===== src/rtl/fp_sp_to_dp_widen_pkg.sv =====
// Shared FPU constants and the widening converter's state encoding.
package fp_sp_to_dp_widen_pkg;

  // Rounding-mode codes (shared by the FPU conversion blocks)
  localparam logic [2:0] RNE = 3'b000;
  localparam logic [2:0] RZ  = 3'b001;
  localparam logic [2:0] RDN = 3'b010;
  localparam logic [2:0] RUP = 3'b011;
  localparam logic [2:0] RMM = 3'b100;

  localparam logic [31:0] QNAN_SP = 32'h7FC0_0000;
  localparam logic [63:0] QNAN_DP = 64'h7FF8_0000_0000_0000;

  localparam int unsigned SP_BIAS   = 127;
  localparam int unsigned DP_BIAS   = 1023;
  localparam int unsigned BIAS_DIFF = 896;

  // Exponent loaded for a subnormal before the first normalisation shift
  localparam logic [10:0] SUB_E_INIT = 11'(BIAS_DIFF + 1);

  typedef enum logic [1:0] {
    IDLE = 2'd0,
    NORM = 2'd1,
    DONE = 2'd2
  } state_t;

endpackage


===== src/rtl/fp_sp_classify.sv =====
// Combinational classification of a single-precision word; reusable across FPU blocks.
module fp_sp_classify (
  input  logic [31:0] sp,
  output logic        is_zero,
  output logic        is_inf,
  output logic        is_nan,
  output logic        is_snan,
  output logic        is_subnormal
);

  logic exp_zero;
  logic exp_ones;
  logic man_zero;

  // Field decode and class flags
  always_comb begin
    exp_zero     = (sp[30:23] == '0);
    exp_ones     = (sp[30:23] == '1);
    man_zero     = (sp[22:0] == '0);
    is_zero      = exp_zero & man_zero;
    is_subnormal = exp_zero & ~man_zero;
    is_inf       = exp_ones & man_zero;
    is_nan       = exp_ones & ~man_zero;
    is_snan      = exp_ones & ~man_zero & ~sp[22];
  end

endmodule


===== src/rtl/fp_sp_to_dp_widen.sv =====
// Multi-cycle SP->DP widening converter with iterative subnormal normalisation.
module fp_sp_to_dp_widen
  import fp_sp_to_dp_widen_pkg::*;
#(
  parameter int unsigned SHIFT_STEP = 1,
  parameter int unsigned TAG_W      = 5
) (
  input  logic             clk,
  input  logic             rst_n,
  input  logic             flush,
  input  logic             in_valid,
  output logic             in_ready,
  input  logic [31:0]      in_sp,
  input  logic [TAG_W-1:0] in_tag,
  output logic             out_valid,
  input  logic             out_ready,
  output logic [63:0]      out_dp,
  output logic [TAG_W-1:0] out_tag,
  output logic             out_invalid
);

  state_t      state, state_nx;
  logic [23:0] m, m_nx;
  logic [10:0] e, e_nx;
  logic        sign_q;
  logic        accept;
  logic [63:0] imm_dp;

  logic is_zero, is_inf, is_nan, is_snan, is_subnormal;

  fp_sp_classify u_classify (
    .sp           (in_sp),
    .is_zero      (is_zero),
    .is_inf       (is_inf),
    .is_nan       (is_nan),
    .is_snan      (is_snan),
    .is_subnormal (is_subnormal)
  );

  assign in_ready  = (state == IDLE);
  assign out_valid = (state == DONE);
  assign accept    = in_valid & in_ready & ~flush;

  // Single-cycle result for non-subnormal operands
  always_comb begin
    imm_dp = {in_sp[31], 11'({3'b000, in_sp[30:23]} + 11'(BIAS_DIFF)), in_sp[22:0], 29'h0};
    if (is_nan)       imm_dp = QNAN_DP;
    else if (is_inf)  imm_dp = {in_sp[31], 11'h7FF, 52'h0};
    else if (is_zero) imm_dp = {in_sp[31], 63'h0};
  end

  // One normalisation step: coarse shift when the top SHIFT_STEP bits are clear,
  // otherwise single-bit steps so the leading one never overshoots bit 23
  always_comb begin
    m_nx = m << 1;
    e_nx = e - 11'd1;
    if (m[23 -: SHIFT_STEP] == '0) begin
      m_nx = m << SHIFT_STEP;
      e_nx = e - 11'(SHIFT_STEP);
    end
  end

  // Next-state logic; flush overrides everything
  always_comb begin
    state_nx = state;
    unique case (state)
      IDLE:    if (accept) state_nx = is_subnormal ? NORM : DONE;
      NORM:    if (m_nx[23]) state_nx = DONE;
      DONE:    if (out_ready) state_nx = IDLE;
      default: state_nx = IDLE;
    endcase
    if (flush) state_nx = IDLE;
  end

  // State register
  always_ff @(posedge clk or negedge rst_n) begin
    if (!rst_n) state <= IDLE;
    else        state <= state_nx;
  end

  // Operand capture, normalisation registers and result registers
  always_ff @(posedge clk or negedge rst_n) begin
    if (!rst_n) begin
      m           <= '0;
      e           <= '0;
      sign_q      <= 1'b0;
      out_dp      <= '0;
      out_tag     <= '0;
      out_invalid <= 1'b0;
    end else if (accept) begin
      out_tag     <= in_tag;
      sign_q      <= in_sp[31];
      m           <= {1'b0, in_sp[22:0]};
      e           <= SUB_E_INIT;
      out_dp      <= imm_dp;
      out_invalid <= is_snan;
    end else if (state == NORM && !flush) begin
      m <= m_nx;
      e <= e_nx;
      if (m_nx[23]) out_dp <= {sign_q, e_nx, m_nx[22:0], 29'h0};
    end
  end

endmodule

===== config.mk =====
export PLATFORM = sky130hd
export DESIGN_NAME = fp_sp_to_dp_widen
export DESIGN_NICKNAME = d
export VERILOG_FILES = /design/src/rtl/fp_sp_to_dp_widen_pkg.sv /design/src/rtl/fp_sp_classify.sv /design/src/rtl/fp_sp_to_dp_widen.sv
export SDC_FILE = /design/constraint.sdc
export NUM_CORES = 1
export LEC_CHECK = 0
export CAP_MARGIN = 15
export CELL_PAD_IN_SITES_DETAIL_PLACEMENT = 2
export CELL_PAD_IN_SITES_GLOBAL_PLACEMENT = 2
export CORE_MARGIN = 2
export CORE_UTILIZATION = 28
export DETAILED_ROUTE_END_ITERATION = 6
export GPL_ROUTABILITY_DRIVEN = 1
export PLACE_DENSITY_LB_ADDON = 0.1
export SETUP_SLACK_MARGIN = 0.15
export SLEW_MARGIN = 15
export SYNTH_ARGS = -nofsm -noshare
export SYNTH_HDL_FRONTEND = slang
export SYNTH_HIERARCHICAL = 1
export SYNTH_SLANG_ARGS = --single-unit

===== constraint.sdc =====
create_clock -name clk -period 2.2 [get_ports clk]
set_input_delay 0.44 -clock clk [delete_from_list [all_inputs] [get_ports clk]]
set_output_delay 0.44 -clock clk [all_outputs]
set_load 0.02 [all_outputs]

# --- Yosys cells after proc, flatten, opt, wreduce, memory -nomap -nowiden ---
# Index checks and enable logic that the tools add are counted.
# Widths: inputs -> output; s select.
classes:
  add_sub_neg: 2
  n_eq_ne: 6
  mux: 16
  bitwise: 10
  reduce_logical: 9
op_table:
  columns: ["op", "count"]
  rows:
  - ["$mux 64", 4]
  - ["$mux 63", 2]
  - ["$mux 23", 2]
  - ["$logic_not 23->1", 1]
  - ["$mux 11", 2]
  - ["$add 8x10->11 const B", 1]
  - ["$sub 11x1->11 const B", 1]
  - ["$mux 2", 5]
  - ["$eq 8x8->1 const B", 1]
  - ["$logic_not 8->1", 1]
  - ["$and 1x1->1", 7]
  - ["$ne 3x2->1 const B", 2]
  - ["$pmux 2 s3", 1]
  - ["$reduce_bool 2->1", 2]
  - ["$ne 3x3->1 const B", 1]
  - ["$not 1->1", 3]
  - ["$reduce_and 3->1", 1]
  - ["$eq 2x1->1 const B", 1]
  - ["$eq 2x2->1 const B", 1]
  - ["$logic_not 2->1", 1]
  - ["$reduce_and 2->1", 1]
  - ["$logic_and 1x1->1", 1]
  - ["$logic_not 1->1", 1]
totals:
  reg_bits: 107
  in_bits: 42
  output_inout_bits: 72
  elab_cells: 50

# --- Depth between registers and ports, before layout ---
logic_depth:
  ltp_word: 7
  mapped_depth: 8
  ltp_nobuf: 7

# --- Modules after synthesis ---
# Netlist, hierarchy kept.
by_module_without_submodules:
  columns: ["mod", "instances", "cells_each", "area_each_um2"]
  rows:
  - ["fp_sp_to_dp_widen", 1, 440, 3932.5]
  - ["fp_sp_classify", 1, 21, 142.6]

# --- Worst setup path before layout ---
# OpenSTA, ideal clock, no wires.
synth_timing:
  path_kind: "input-to-reg"
  from: "input port in_sp[16]"
  to: "register out_dp[61]"
  setup_ns: 0.065
  arrival_time_ns: 2.180
  required_time_ns: 2.135
  setup_slack_ns: -0.045
  stages: 7
  path_buffers: 0
  path_cell_list: "nor4_2 nand4_1 nor3_1 nor2_1 a311oi_1 a22o_1 a21o_1"
synth_via:
  word_cells_on_any_way: 9
  cone_classes: "mux (4); bitwise (4); reduce/logical (1)"
synth_lines:
  columns: ["item", "line_no", "rtl"]
  rows:
  - ["start: declaration", "fp_sp_to_dp_widen.sv:13", "input logic [31:0] in_sp,"]
  - ["$logic_not 23->1", "fp_sp_classify.sv:19", "man_zero = (sp[22:0] == '0);"]
  - ["$and 1x1->1", "fp_sp_classify.sv:22", "is_inf = exp_ones & man_zero;"]
  - ["named net is_inf", "fp_sp_to_dp_widen.sv:29", "logic is_zero, is_inf, is_nan, is_snan, is_subnormal;"]
  - ["$mux 63", "fp_sp_to_dp_widen.sv:48", "else if (is_inf) imm_dp = {in_sp[31], 11'h7FF, 52'h0};"]
  - ["$mux 64", "fp_sp_to_dp_widen.sv:47", "if (is_nan) imm_dp = QNAN_DP;"]
  - ["$mux 64", "fp_sp_to_dp_widen.sv:90", "end else if (accept) begin"]
  - ["end signal: assignment", "fp_sp_to_dp_widen.sv:95", "out_dp <= imm_dp;"]
  - ["end signal: assignment", "fp_sp_to_dp_widen.sv:100", "if (m_nx[23]) out_dp <= {sign_q, e_nx, m_nx[22:0], 29'h0};"]
  - ["end: declaration", "fp_sp_to_dp_widen.sv:17", "output logic [63:0] out_dp,"]
# The timed path passes the listed nets, and every way through them passes these cells.
# A chain may end at the register's enable or synchronous reset.

# --- Final worst setup path ---
layout_timing:
  from: "input port in_sp[20]"
  to: "register out_dp[61]"
layout_via:
  elab_chain_cells: 6
  word_cells_on_any_way: 9
  cone_classes: "mux (4); bitwise (4); reduce/logical (1)"
layout_lines:
  columns: ["item", "line_no", "rtl"]
  rows:
  - ["$logic_not 23->1", "fp_sp_classify.sv:19", null]
  - ["$and 1x1->1", "fp_sp_classify.sv:20", "is_zero = exp_zero & man_zero;"]
  - ["named net is_zero", "fp_sp_to_dp_widen.sv:29", null]
  - ["$mux 63", "fp_sp_to_dp_widen.sv:49", "else if (is_zero) imm_dp = {in_sp[31], 63'h0};"]
  - ["$mux 63", "fp_sp_to_dp_widen.sv:48", null]
  - ["$mux 64", "fp_sp_to_dp_widen.sv:47", null]
  - ["$mux 64", "fp_sp_to_dp_widen.sv:90", null]
# The timed path passes the listed nets, and every way through them passes these cells.

==> impl_results.rst <==
.. list-table::
   :header-rows: 1

   * - Metric
     - Value
   * - Deepest clock path buffer count
     - 2
   * - Die Span Y
     - 124.6 µm
   * - Psw
     - 1394 µW
   * - Fill cell total of the finished layout
     - 1565
   * - Share of layout cells above drive strength 1
     - 24.34%
   * - Site row count
     - 44
   * - Switching share of total power
     - 29.97%
   * - Total number of vias
     - 3859
   * - Floorplan Core Area
     - 14370 µm²
   * - Hold-fix buffer count after cts
     - 0
   * - CTS root buffer
     - clkbuf_16
   * - Share of the clock period used by the worst path
     - 89.55%
   * - GR Util All Layers
     - 18.74%
   * - Post-synth design cell area
     - 4075 µm²
   * - Yosys warning count
     - 6
   * - Count of input and output buffers
     - 84
   * - Power share of the sequential group
     - 39.2%
   * - Number of enable flip-flop cells after synthesis
     - 0
   * - HP Class
     - input pin to asynchronous set/reset pin
   * - Post-route ant nets
     - 0
   * - Commonest cells in the netlist
     - 107 x nand2_1, 78 x dfrtp_1, 30 x buf_4
   * - Final weighted congestion in routability-driven placement
     - 0.7824
   * - Setup skew after layout
     - 5.551 ps
   * - Largest area contributor in the synthesized netlist
     - dfrtp_1
   * - Number of maximum-capacitance constraint violations
     - 0
   * - Setup violators final
     - 0
   * - Distinct cell type count of the synthesized netlist
     - 47
   * - Achievable frequency
     - 507.6 MHz
   * - Max FO, Critical Path
     - 5
   * - Syn Inst Count
     - 461
   * - Max VDD drop
     - 0.3550 mV
   * - Clock buffer count from CTS
     - 9
   * - Endpoint arrival time on the critical path
     - 2190 ps
   * - Final standard cell utilization of the core
     - 41.85%
   * - Final Hold Slack
     - 73.26 ps
   * - Seq cells post-synth
     - 78
   * - Count of final max-slew check failures
     - 0
   * - Actual transition at the worst max-transition pin
     - 655.4 ps
   * - Shortest period the worst path allows
     - 1970 ps
   * - Die boundary width
     - 124.6 µm
   * - Via density per instance
     - 4.872
   * - Fraction of the yosys area taken by sequential cells
     - 47.90%
   * - Endpoint kind of the worst setup timing path
     - register
   * - Area enclosed by the die boundary
     - 15540 µm²
   * - Clock-pin transition on the worst setup and hold timing paths
     - 60 ps
   * - Kind of start point of the critical path
     - input pin
   * - DRT Pass-1 Iters
     - 4
   * - Boundary Pins
     - 114
   * - Number of inserted diodes
     - 0
   * - CTS tree
     - built
   * - Number of nets in the layout
     - 647
   * - Maximum number of pins on one net before global-route repair
     - 40
   * - Power per unit of standard cell area
     - 773.7 nW/µm²
   * - Number of levels the H-tree was split into
     - 3
   * - Leakage power
     - 0.002713 µW
   * - Wire length of the first global-routing pass
     - 23340 µm
   * - Most used DFF post-synth
     - dfrtp_1
   * - Most instantiated library cell after synthesis
     - nand2_1
   * - Start-to-end type of the worst setup path
     - input pin to register
   * - Relative contribution of the clock network to total power
     - 35.4%
   * - Half-perimeter wire length of the detailed placement result
     - 10440 µm
   * - Number of antenna violations at the first check in global routing
     - 0
   * - Tot Pwr
     - 4652 µW
   * - Unrepaired setup endpoints after global routing
     - yes
   * - Required time worst endpoint
     - 2420 ps
   * - Status
     - finished clean
   * - Growth of design area from synthesis to finish
     - 47.56%
   * - Violation count after the first detailed-routing iteration
     - 145
   * - Worst-skew pair later-pin latency
     - 340 ps
   * - Comb pwr share
     - 25.4%
   * - Average wire per standard cell
     - 17.83 µm
   * - Count of final hold-check violations
     - 0
   * - Synth top area cells
     - dfrtp_1 48%, nand2_1 9.9%, buf_4 5.5%, a22oi_1 4.8%, o21ai_0 2.8%
   * - Headroom to the max-slew limit
     - 55.90%
   * - GRT overflow
     - 0
   * - Clock Sink Count
     - 78
   * - Power Internal
     - 3258 µW
   * - Number of global-route vias before repair
     - 4329
   * - Share of Yosys cell area claimed by the top area cell type
     - 47.90%
   * - Mean Syn Cell Area
     - 8.840 µm²
   * - Total wire length
     - 14120 µm
   * - DRC violations left
     - 0
   * - Synth async-reset ratio
     - 100.0%
   * - Initial core utilization
     - 28.36%
## layout make-up
type                       count  area, µm²  share of cell area (%)
tap                          184      230.2                   3.829
clock buffer                  11      252.7                   4.203
sequential                    78       1952                   32.46
multi-input combinational    347       2051                   34.10
clock inverter                 4      70.07                   1.165
inverter                       6      22.52                  0.3745
timing repair buffer         162       1435                   23.87
## kinds of logic (layout without fill, tap and decap cells)
kind of cell    after synthesis  in the layout  share of synthesized area (%)
fa+ha+maj                     1              1                         0.3070
compound gates              115            115                          17.81
buf+inv                      64            183                          9.457
mux                           3              3                         0.7676
other cells                   1             29                        0.09202
xor+xnor                     10             10                          2.149
flops                        78             78                          47.90
simple gates                189            189                          21.52
## through the flow
stage	area, µm²	std cells	worst slack, ps	setup TNS [ps]
floorplan	4194	489	191.7	0
global placement	5512	774	-452.8	-15830
detailed placement	5512	774	-563.9	-18810
CTS	5958	791	82.48	0
global route	6013	792	116.8	0
finish	6013	792	229.8	0
## path summary, 6_finish.rpt
check,from,end,slack (ps),cells after the start
max reg2reg,e[6],out_dp[62],270,4
min in group clk,out_tag[3],out_tag[3],470,2
min,rst_n,out_dp[49],70,1
max in group asynchronous,rst_n,m[19],1460,2
min reg2reg,out_tag[3],out_tag[3],470,2
max,in_sp[20],out_dp[61],230,10
## registers in the layout, summed over array words and instances (netlist names)
| signal | count |
|---|---|
| e | 11 |
| m | 23 |
| sign_q | 1 |
| out_tag | 5 |
| out_invalid | 1 |
| state | 2 |
| out_dp | 35 |
## routing by layer
metal | GRT usage, % | share of wire, % | wire length (µm) | vias up
li1 | - | - | - | 1834
met1 | 24.23 | 45 | 6391 | 1920
met2 | 31.50 | 49 | 6918 | 86
met3 | 4.167 | 4.1 | 581 | 19
met4 | 5.420 | 1.6 | 228 | 0
met5 | 0 | 0 | 0 | -
## worst max-delay path, cell delays in order
cell	delay (ps)
clkbuf_2	110
nor4_4	310
buf_4	170
nand4_1	160
nor3_2	190
buf_4	180
or2_4	140
a311oi_4	110
a22o_1	230
a21o_1	150
## timing repair
item                       4_1_cts  5_1_grt
gates cloned                     0        1
setup endpoints to repair       38       38
pin swaps                       18       13
gates resized for setup         63       41
buffers inserted                 2        0
## cells in the final DEF (no fill, tap or decap), types with 4 or more instances in the layout
cell type	count
nand2_1	106
dfrtp_1	78
buf_4	70
clkdlybuf4s50_1	50
conb_1	29
nor2_1	28
o21ai_0	22
o21ai_1	20
a31oi_1	18
dlygate4sd2_1	16
a22oi_1	14
a22oi_2	13
clkbuf_2	12
nand3_1	11
clkbuf_16	10
a21oi_1	8
xor2_1	7
inv_1	6
nand2b_1	6
o31ai_1	6
nor4_4	6
nand4_1	4
buf_12	4
## power by group through the flow
stage               clock network [µW]  registers (µW)  logic [µW]
global placement                     0            1830        1130
global route                      1740            1860        1290
CTS                               1680            1820        1180
floorplan                            0            1980         407
finish                            1650            1820        1180
detailed placement                   0            1840        1160
(Power assumes the default switching activity.)
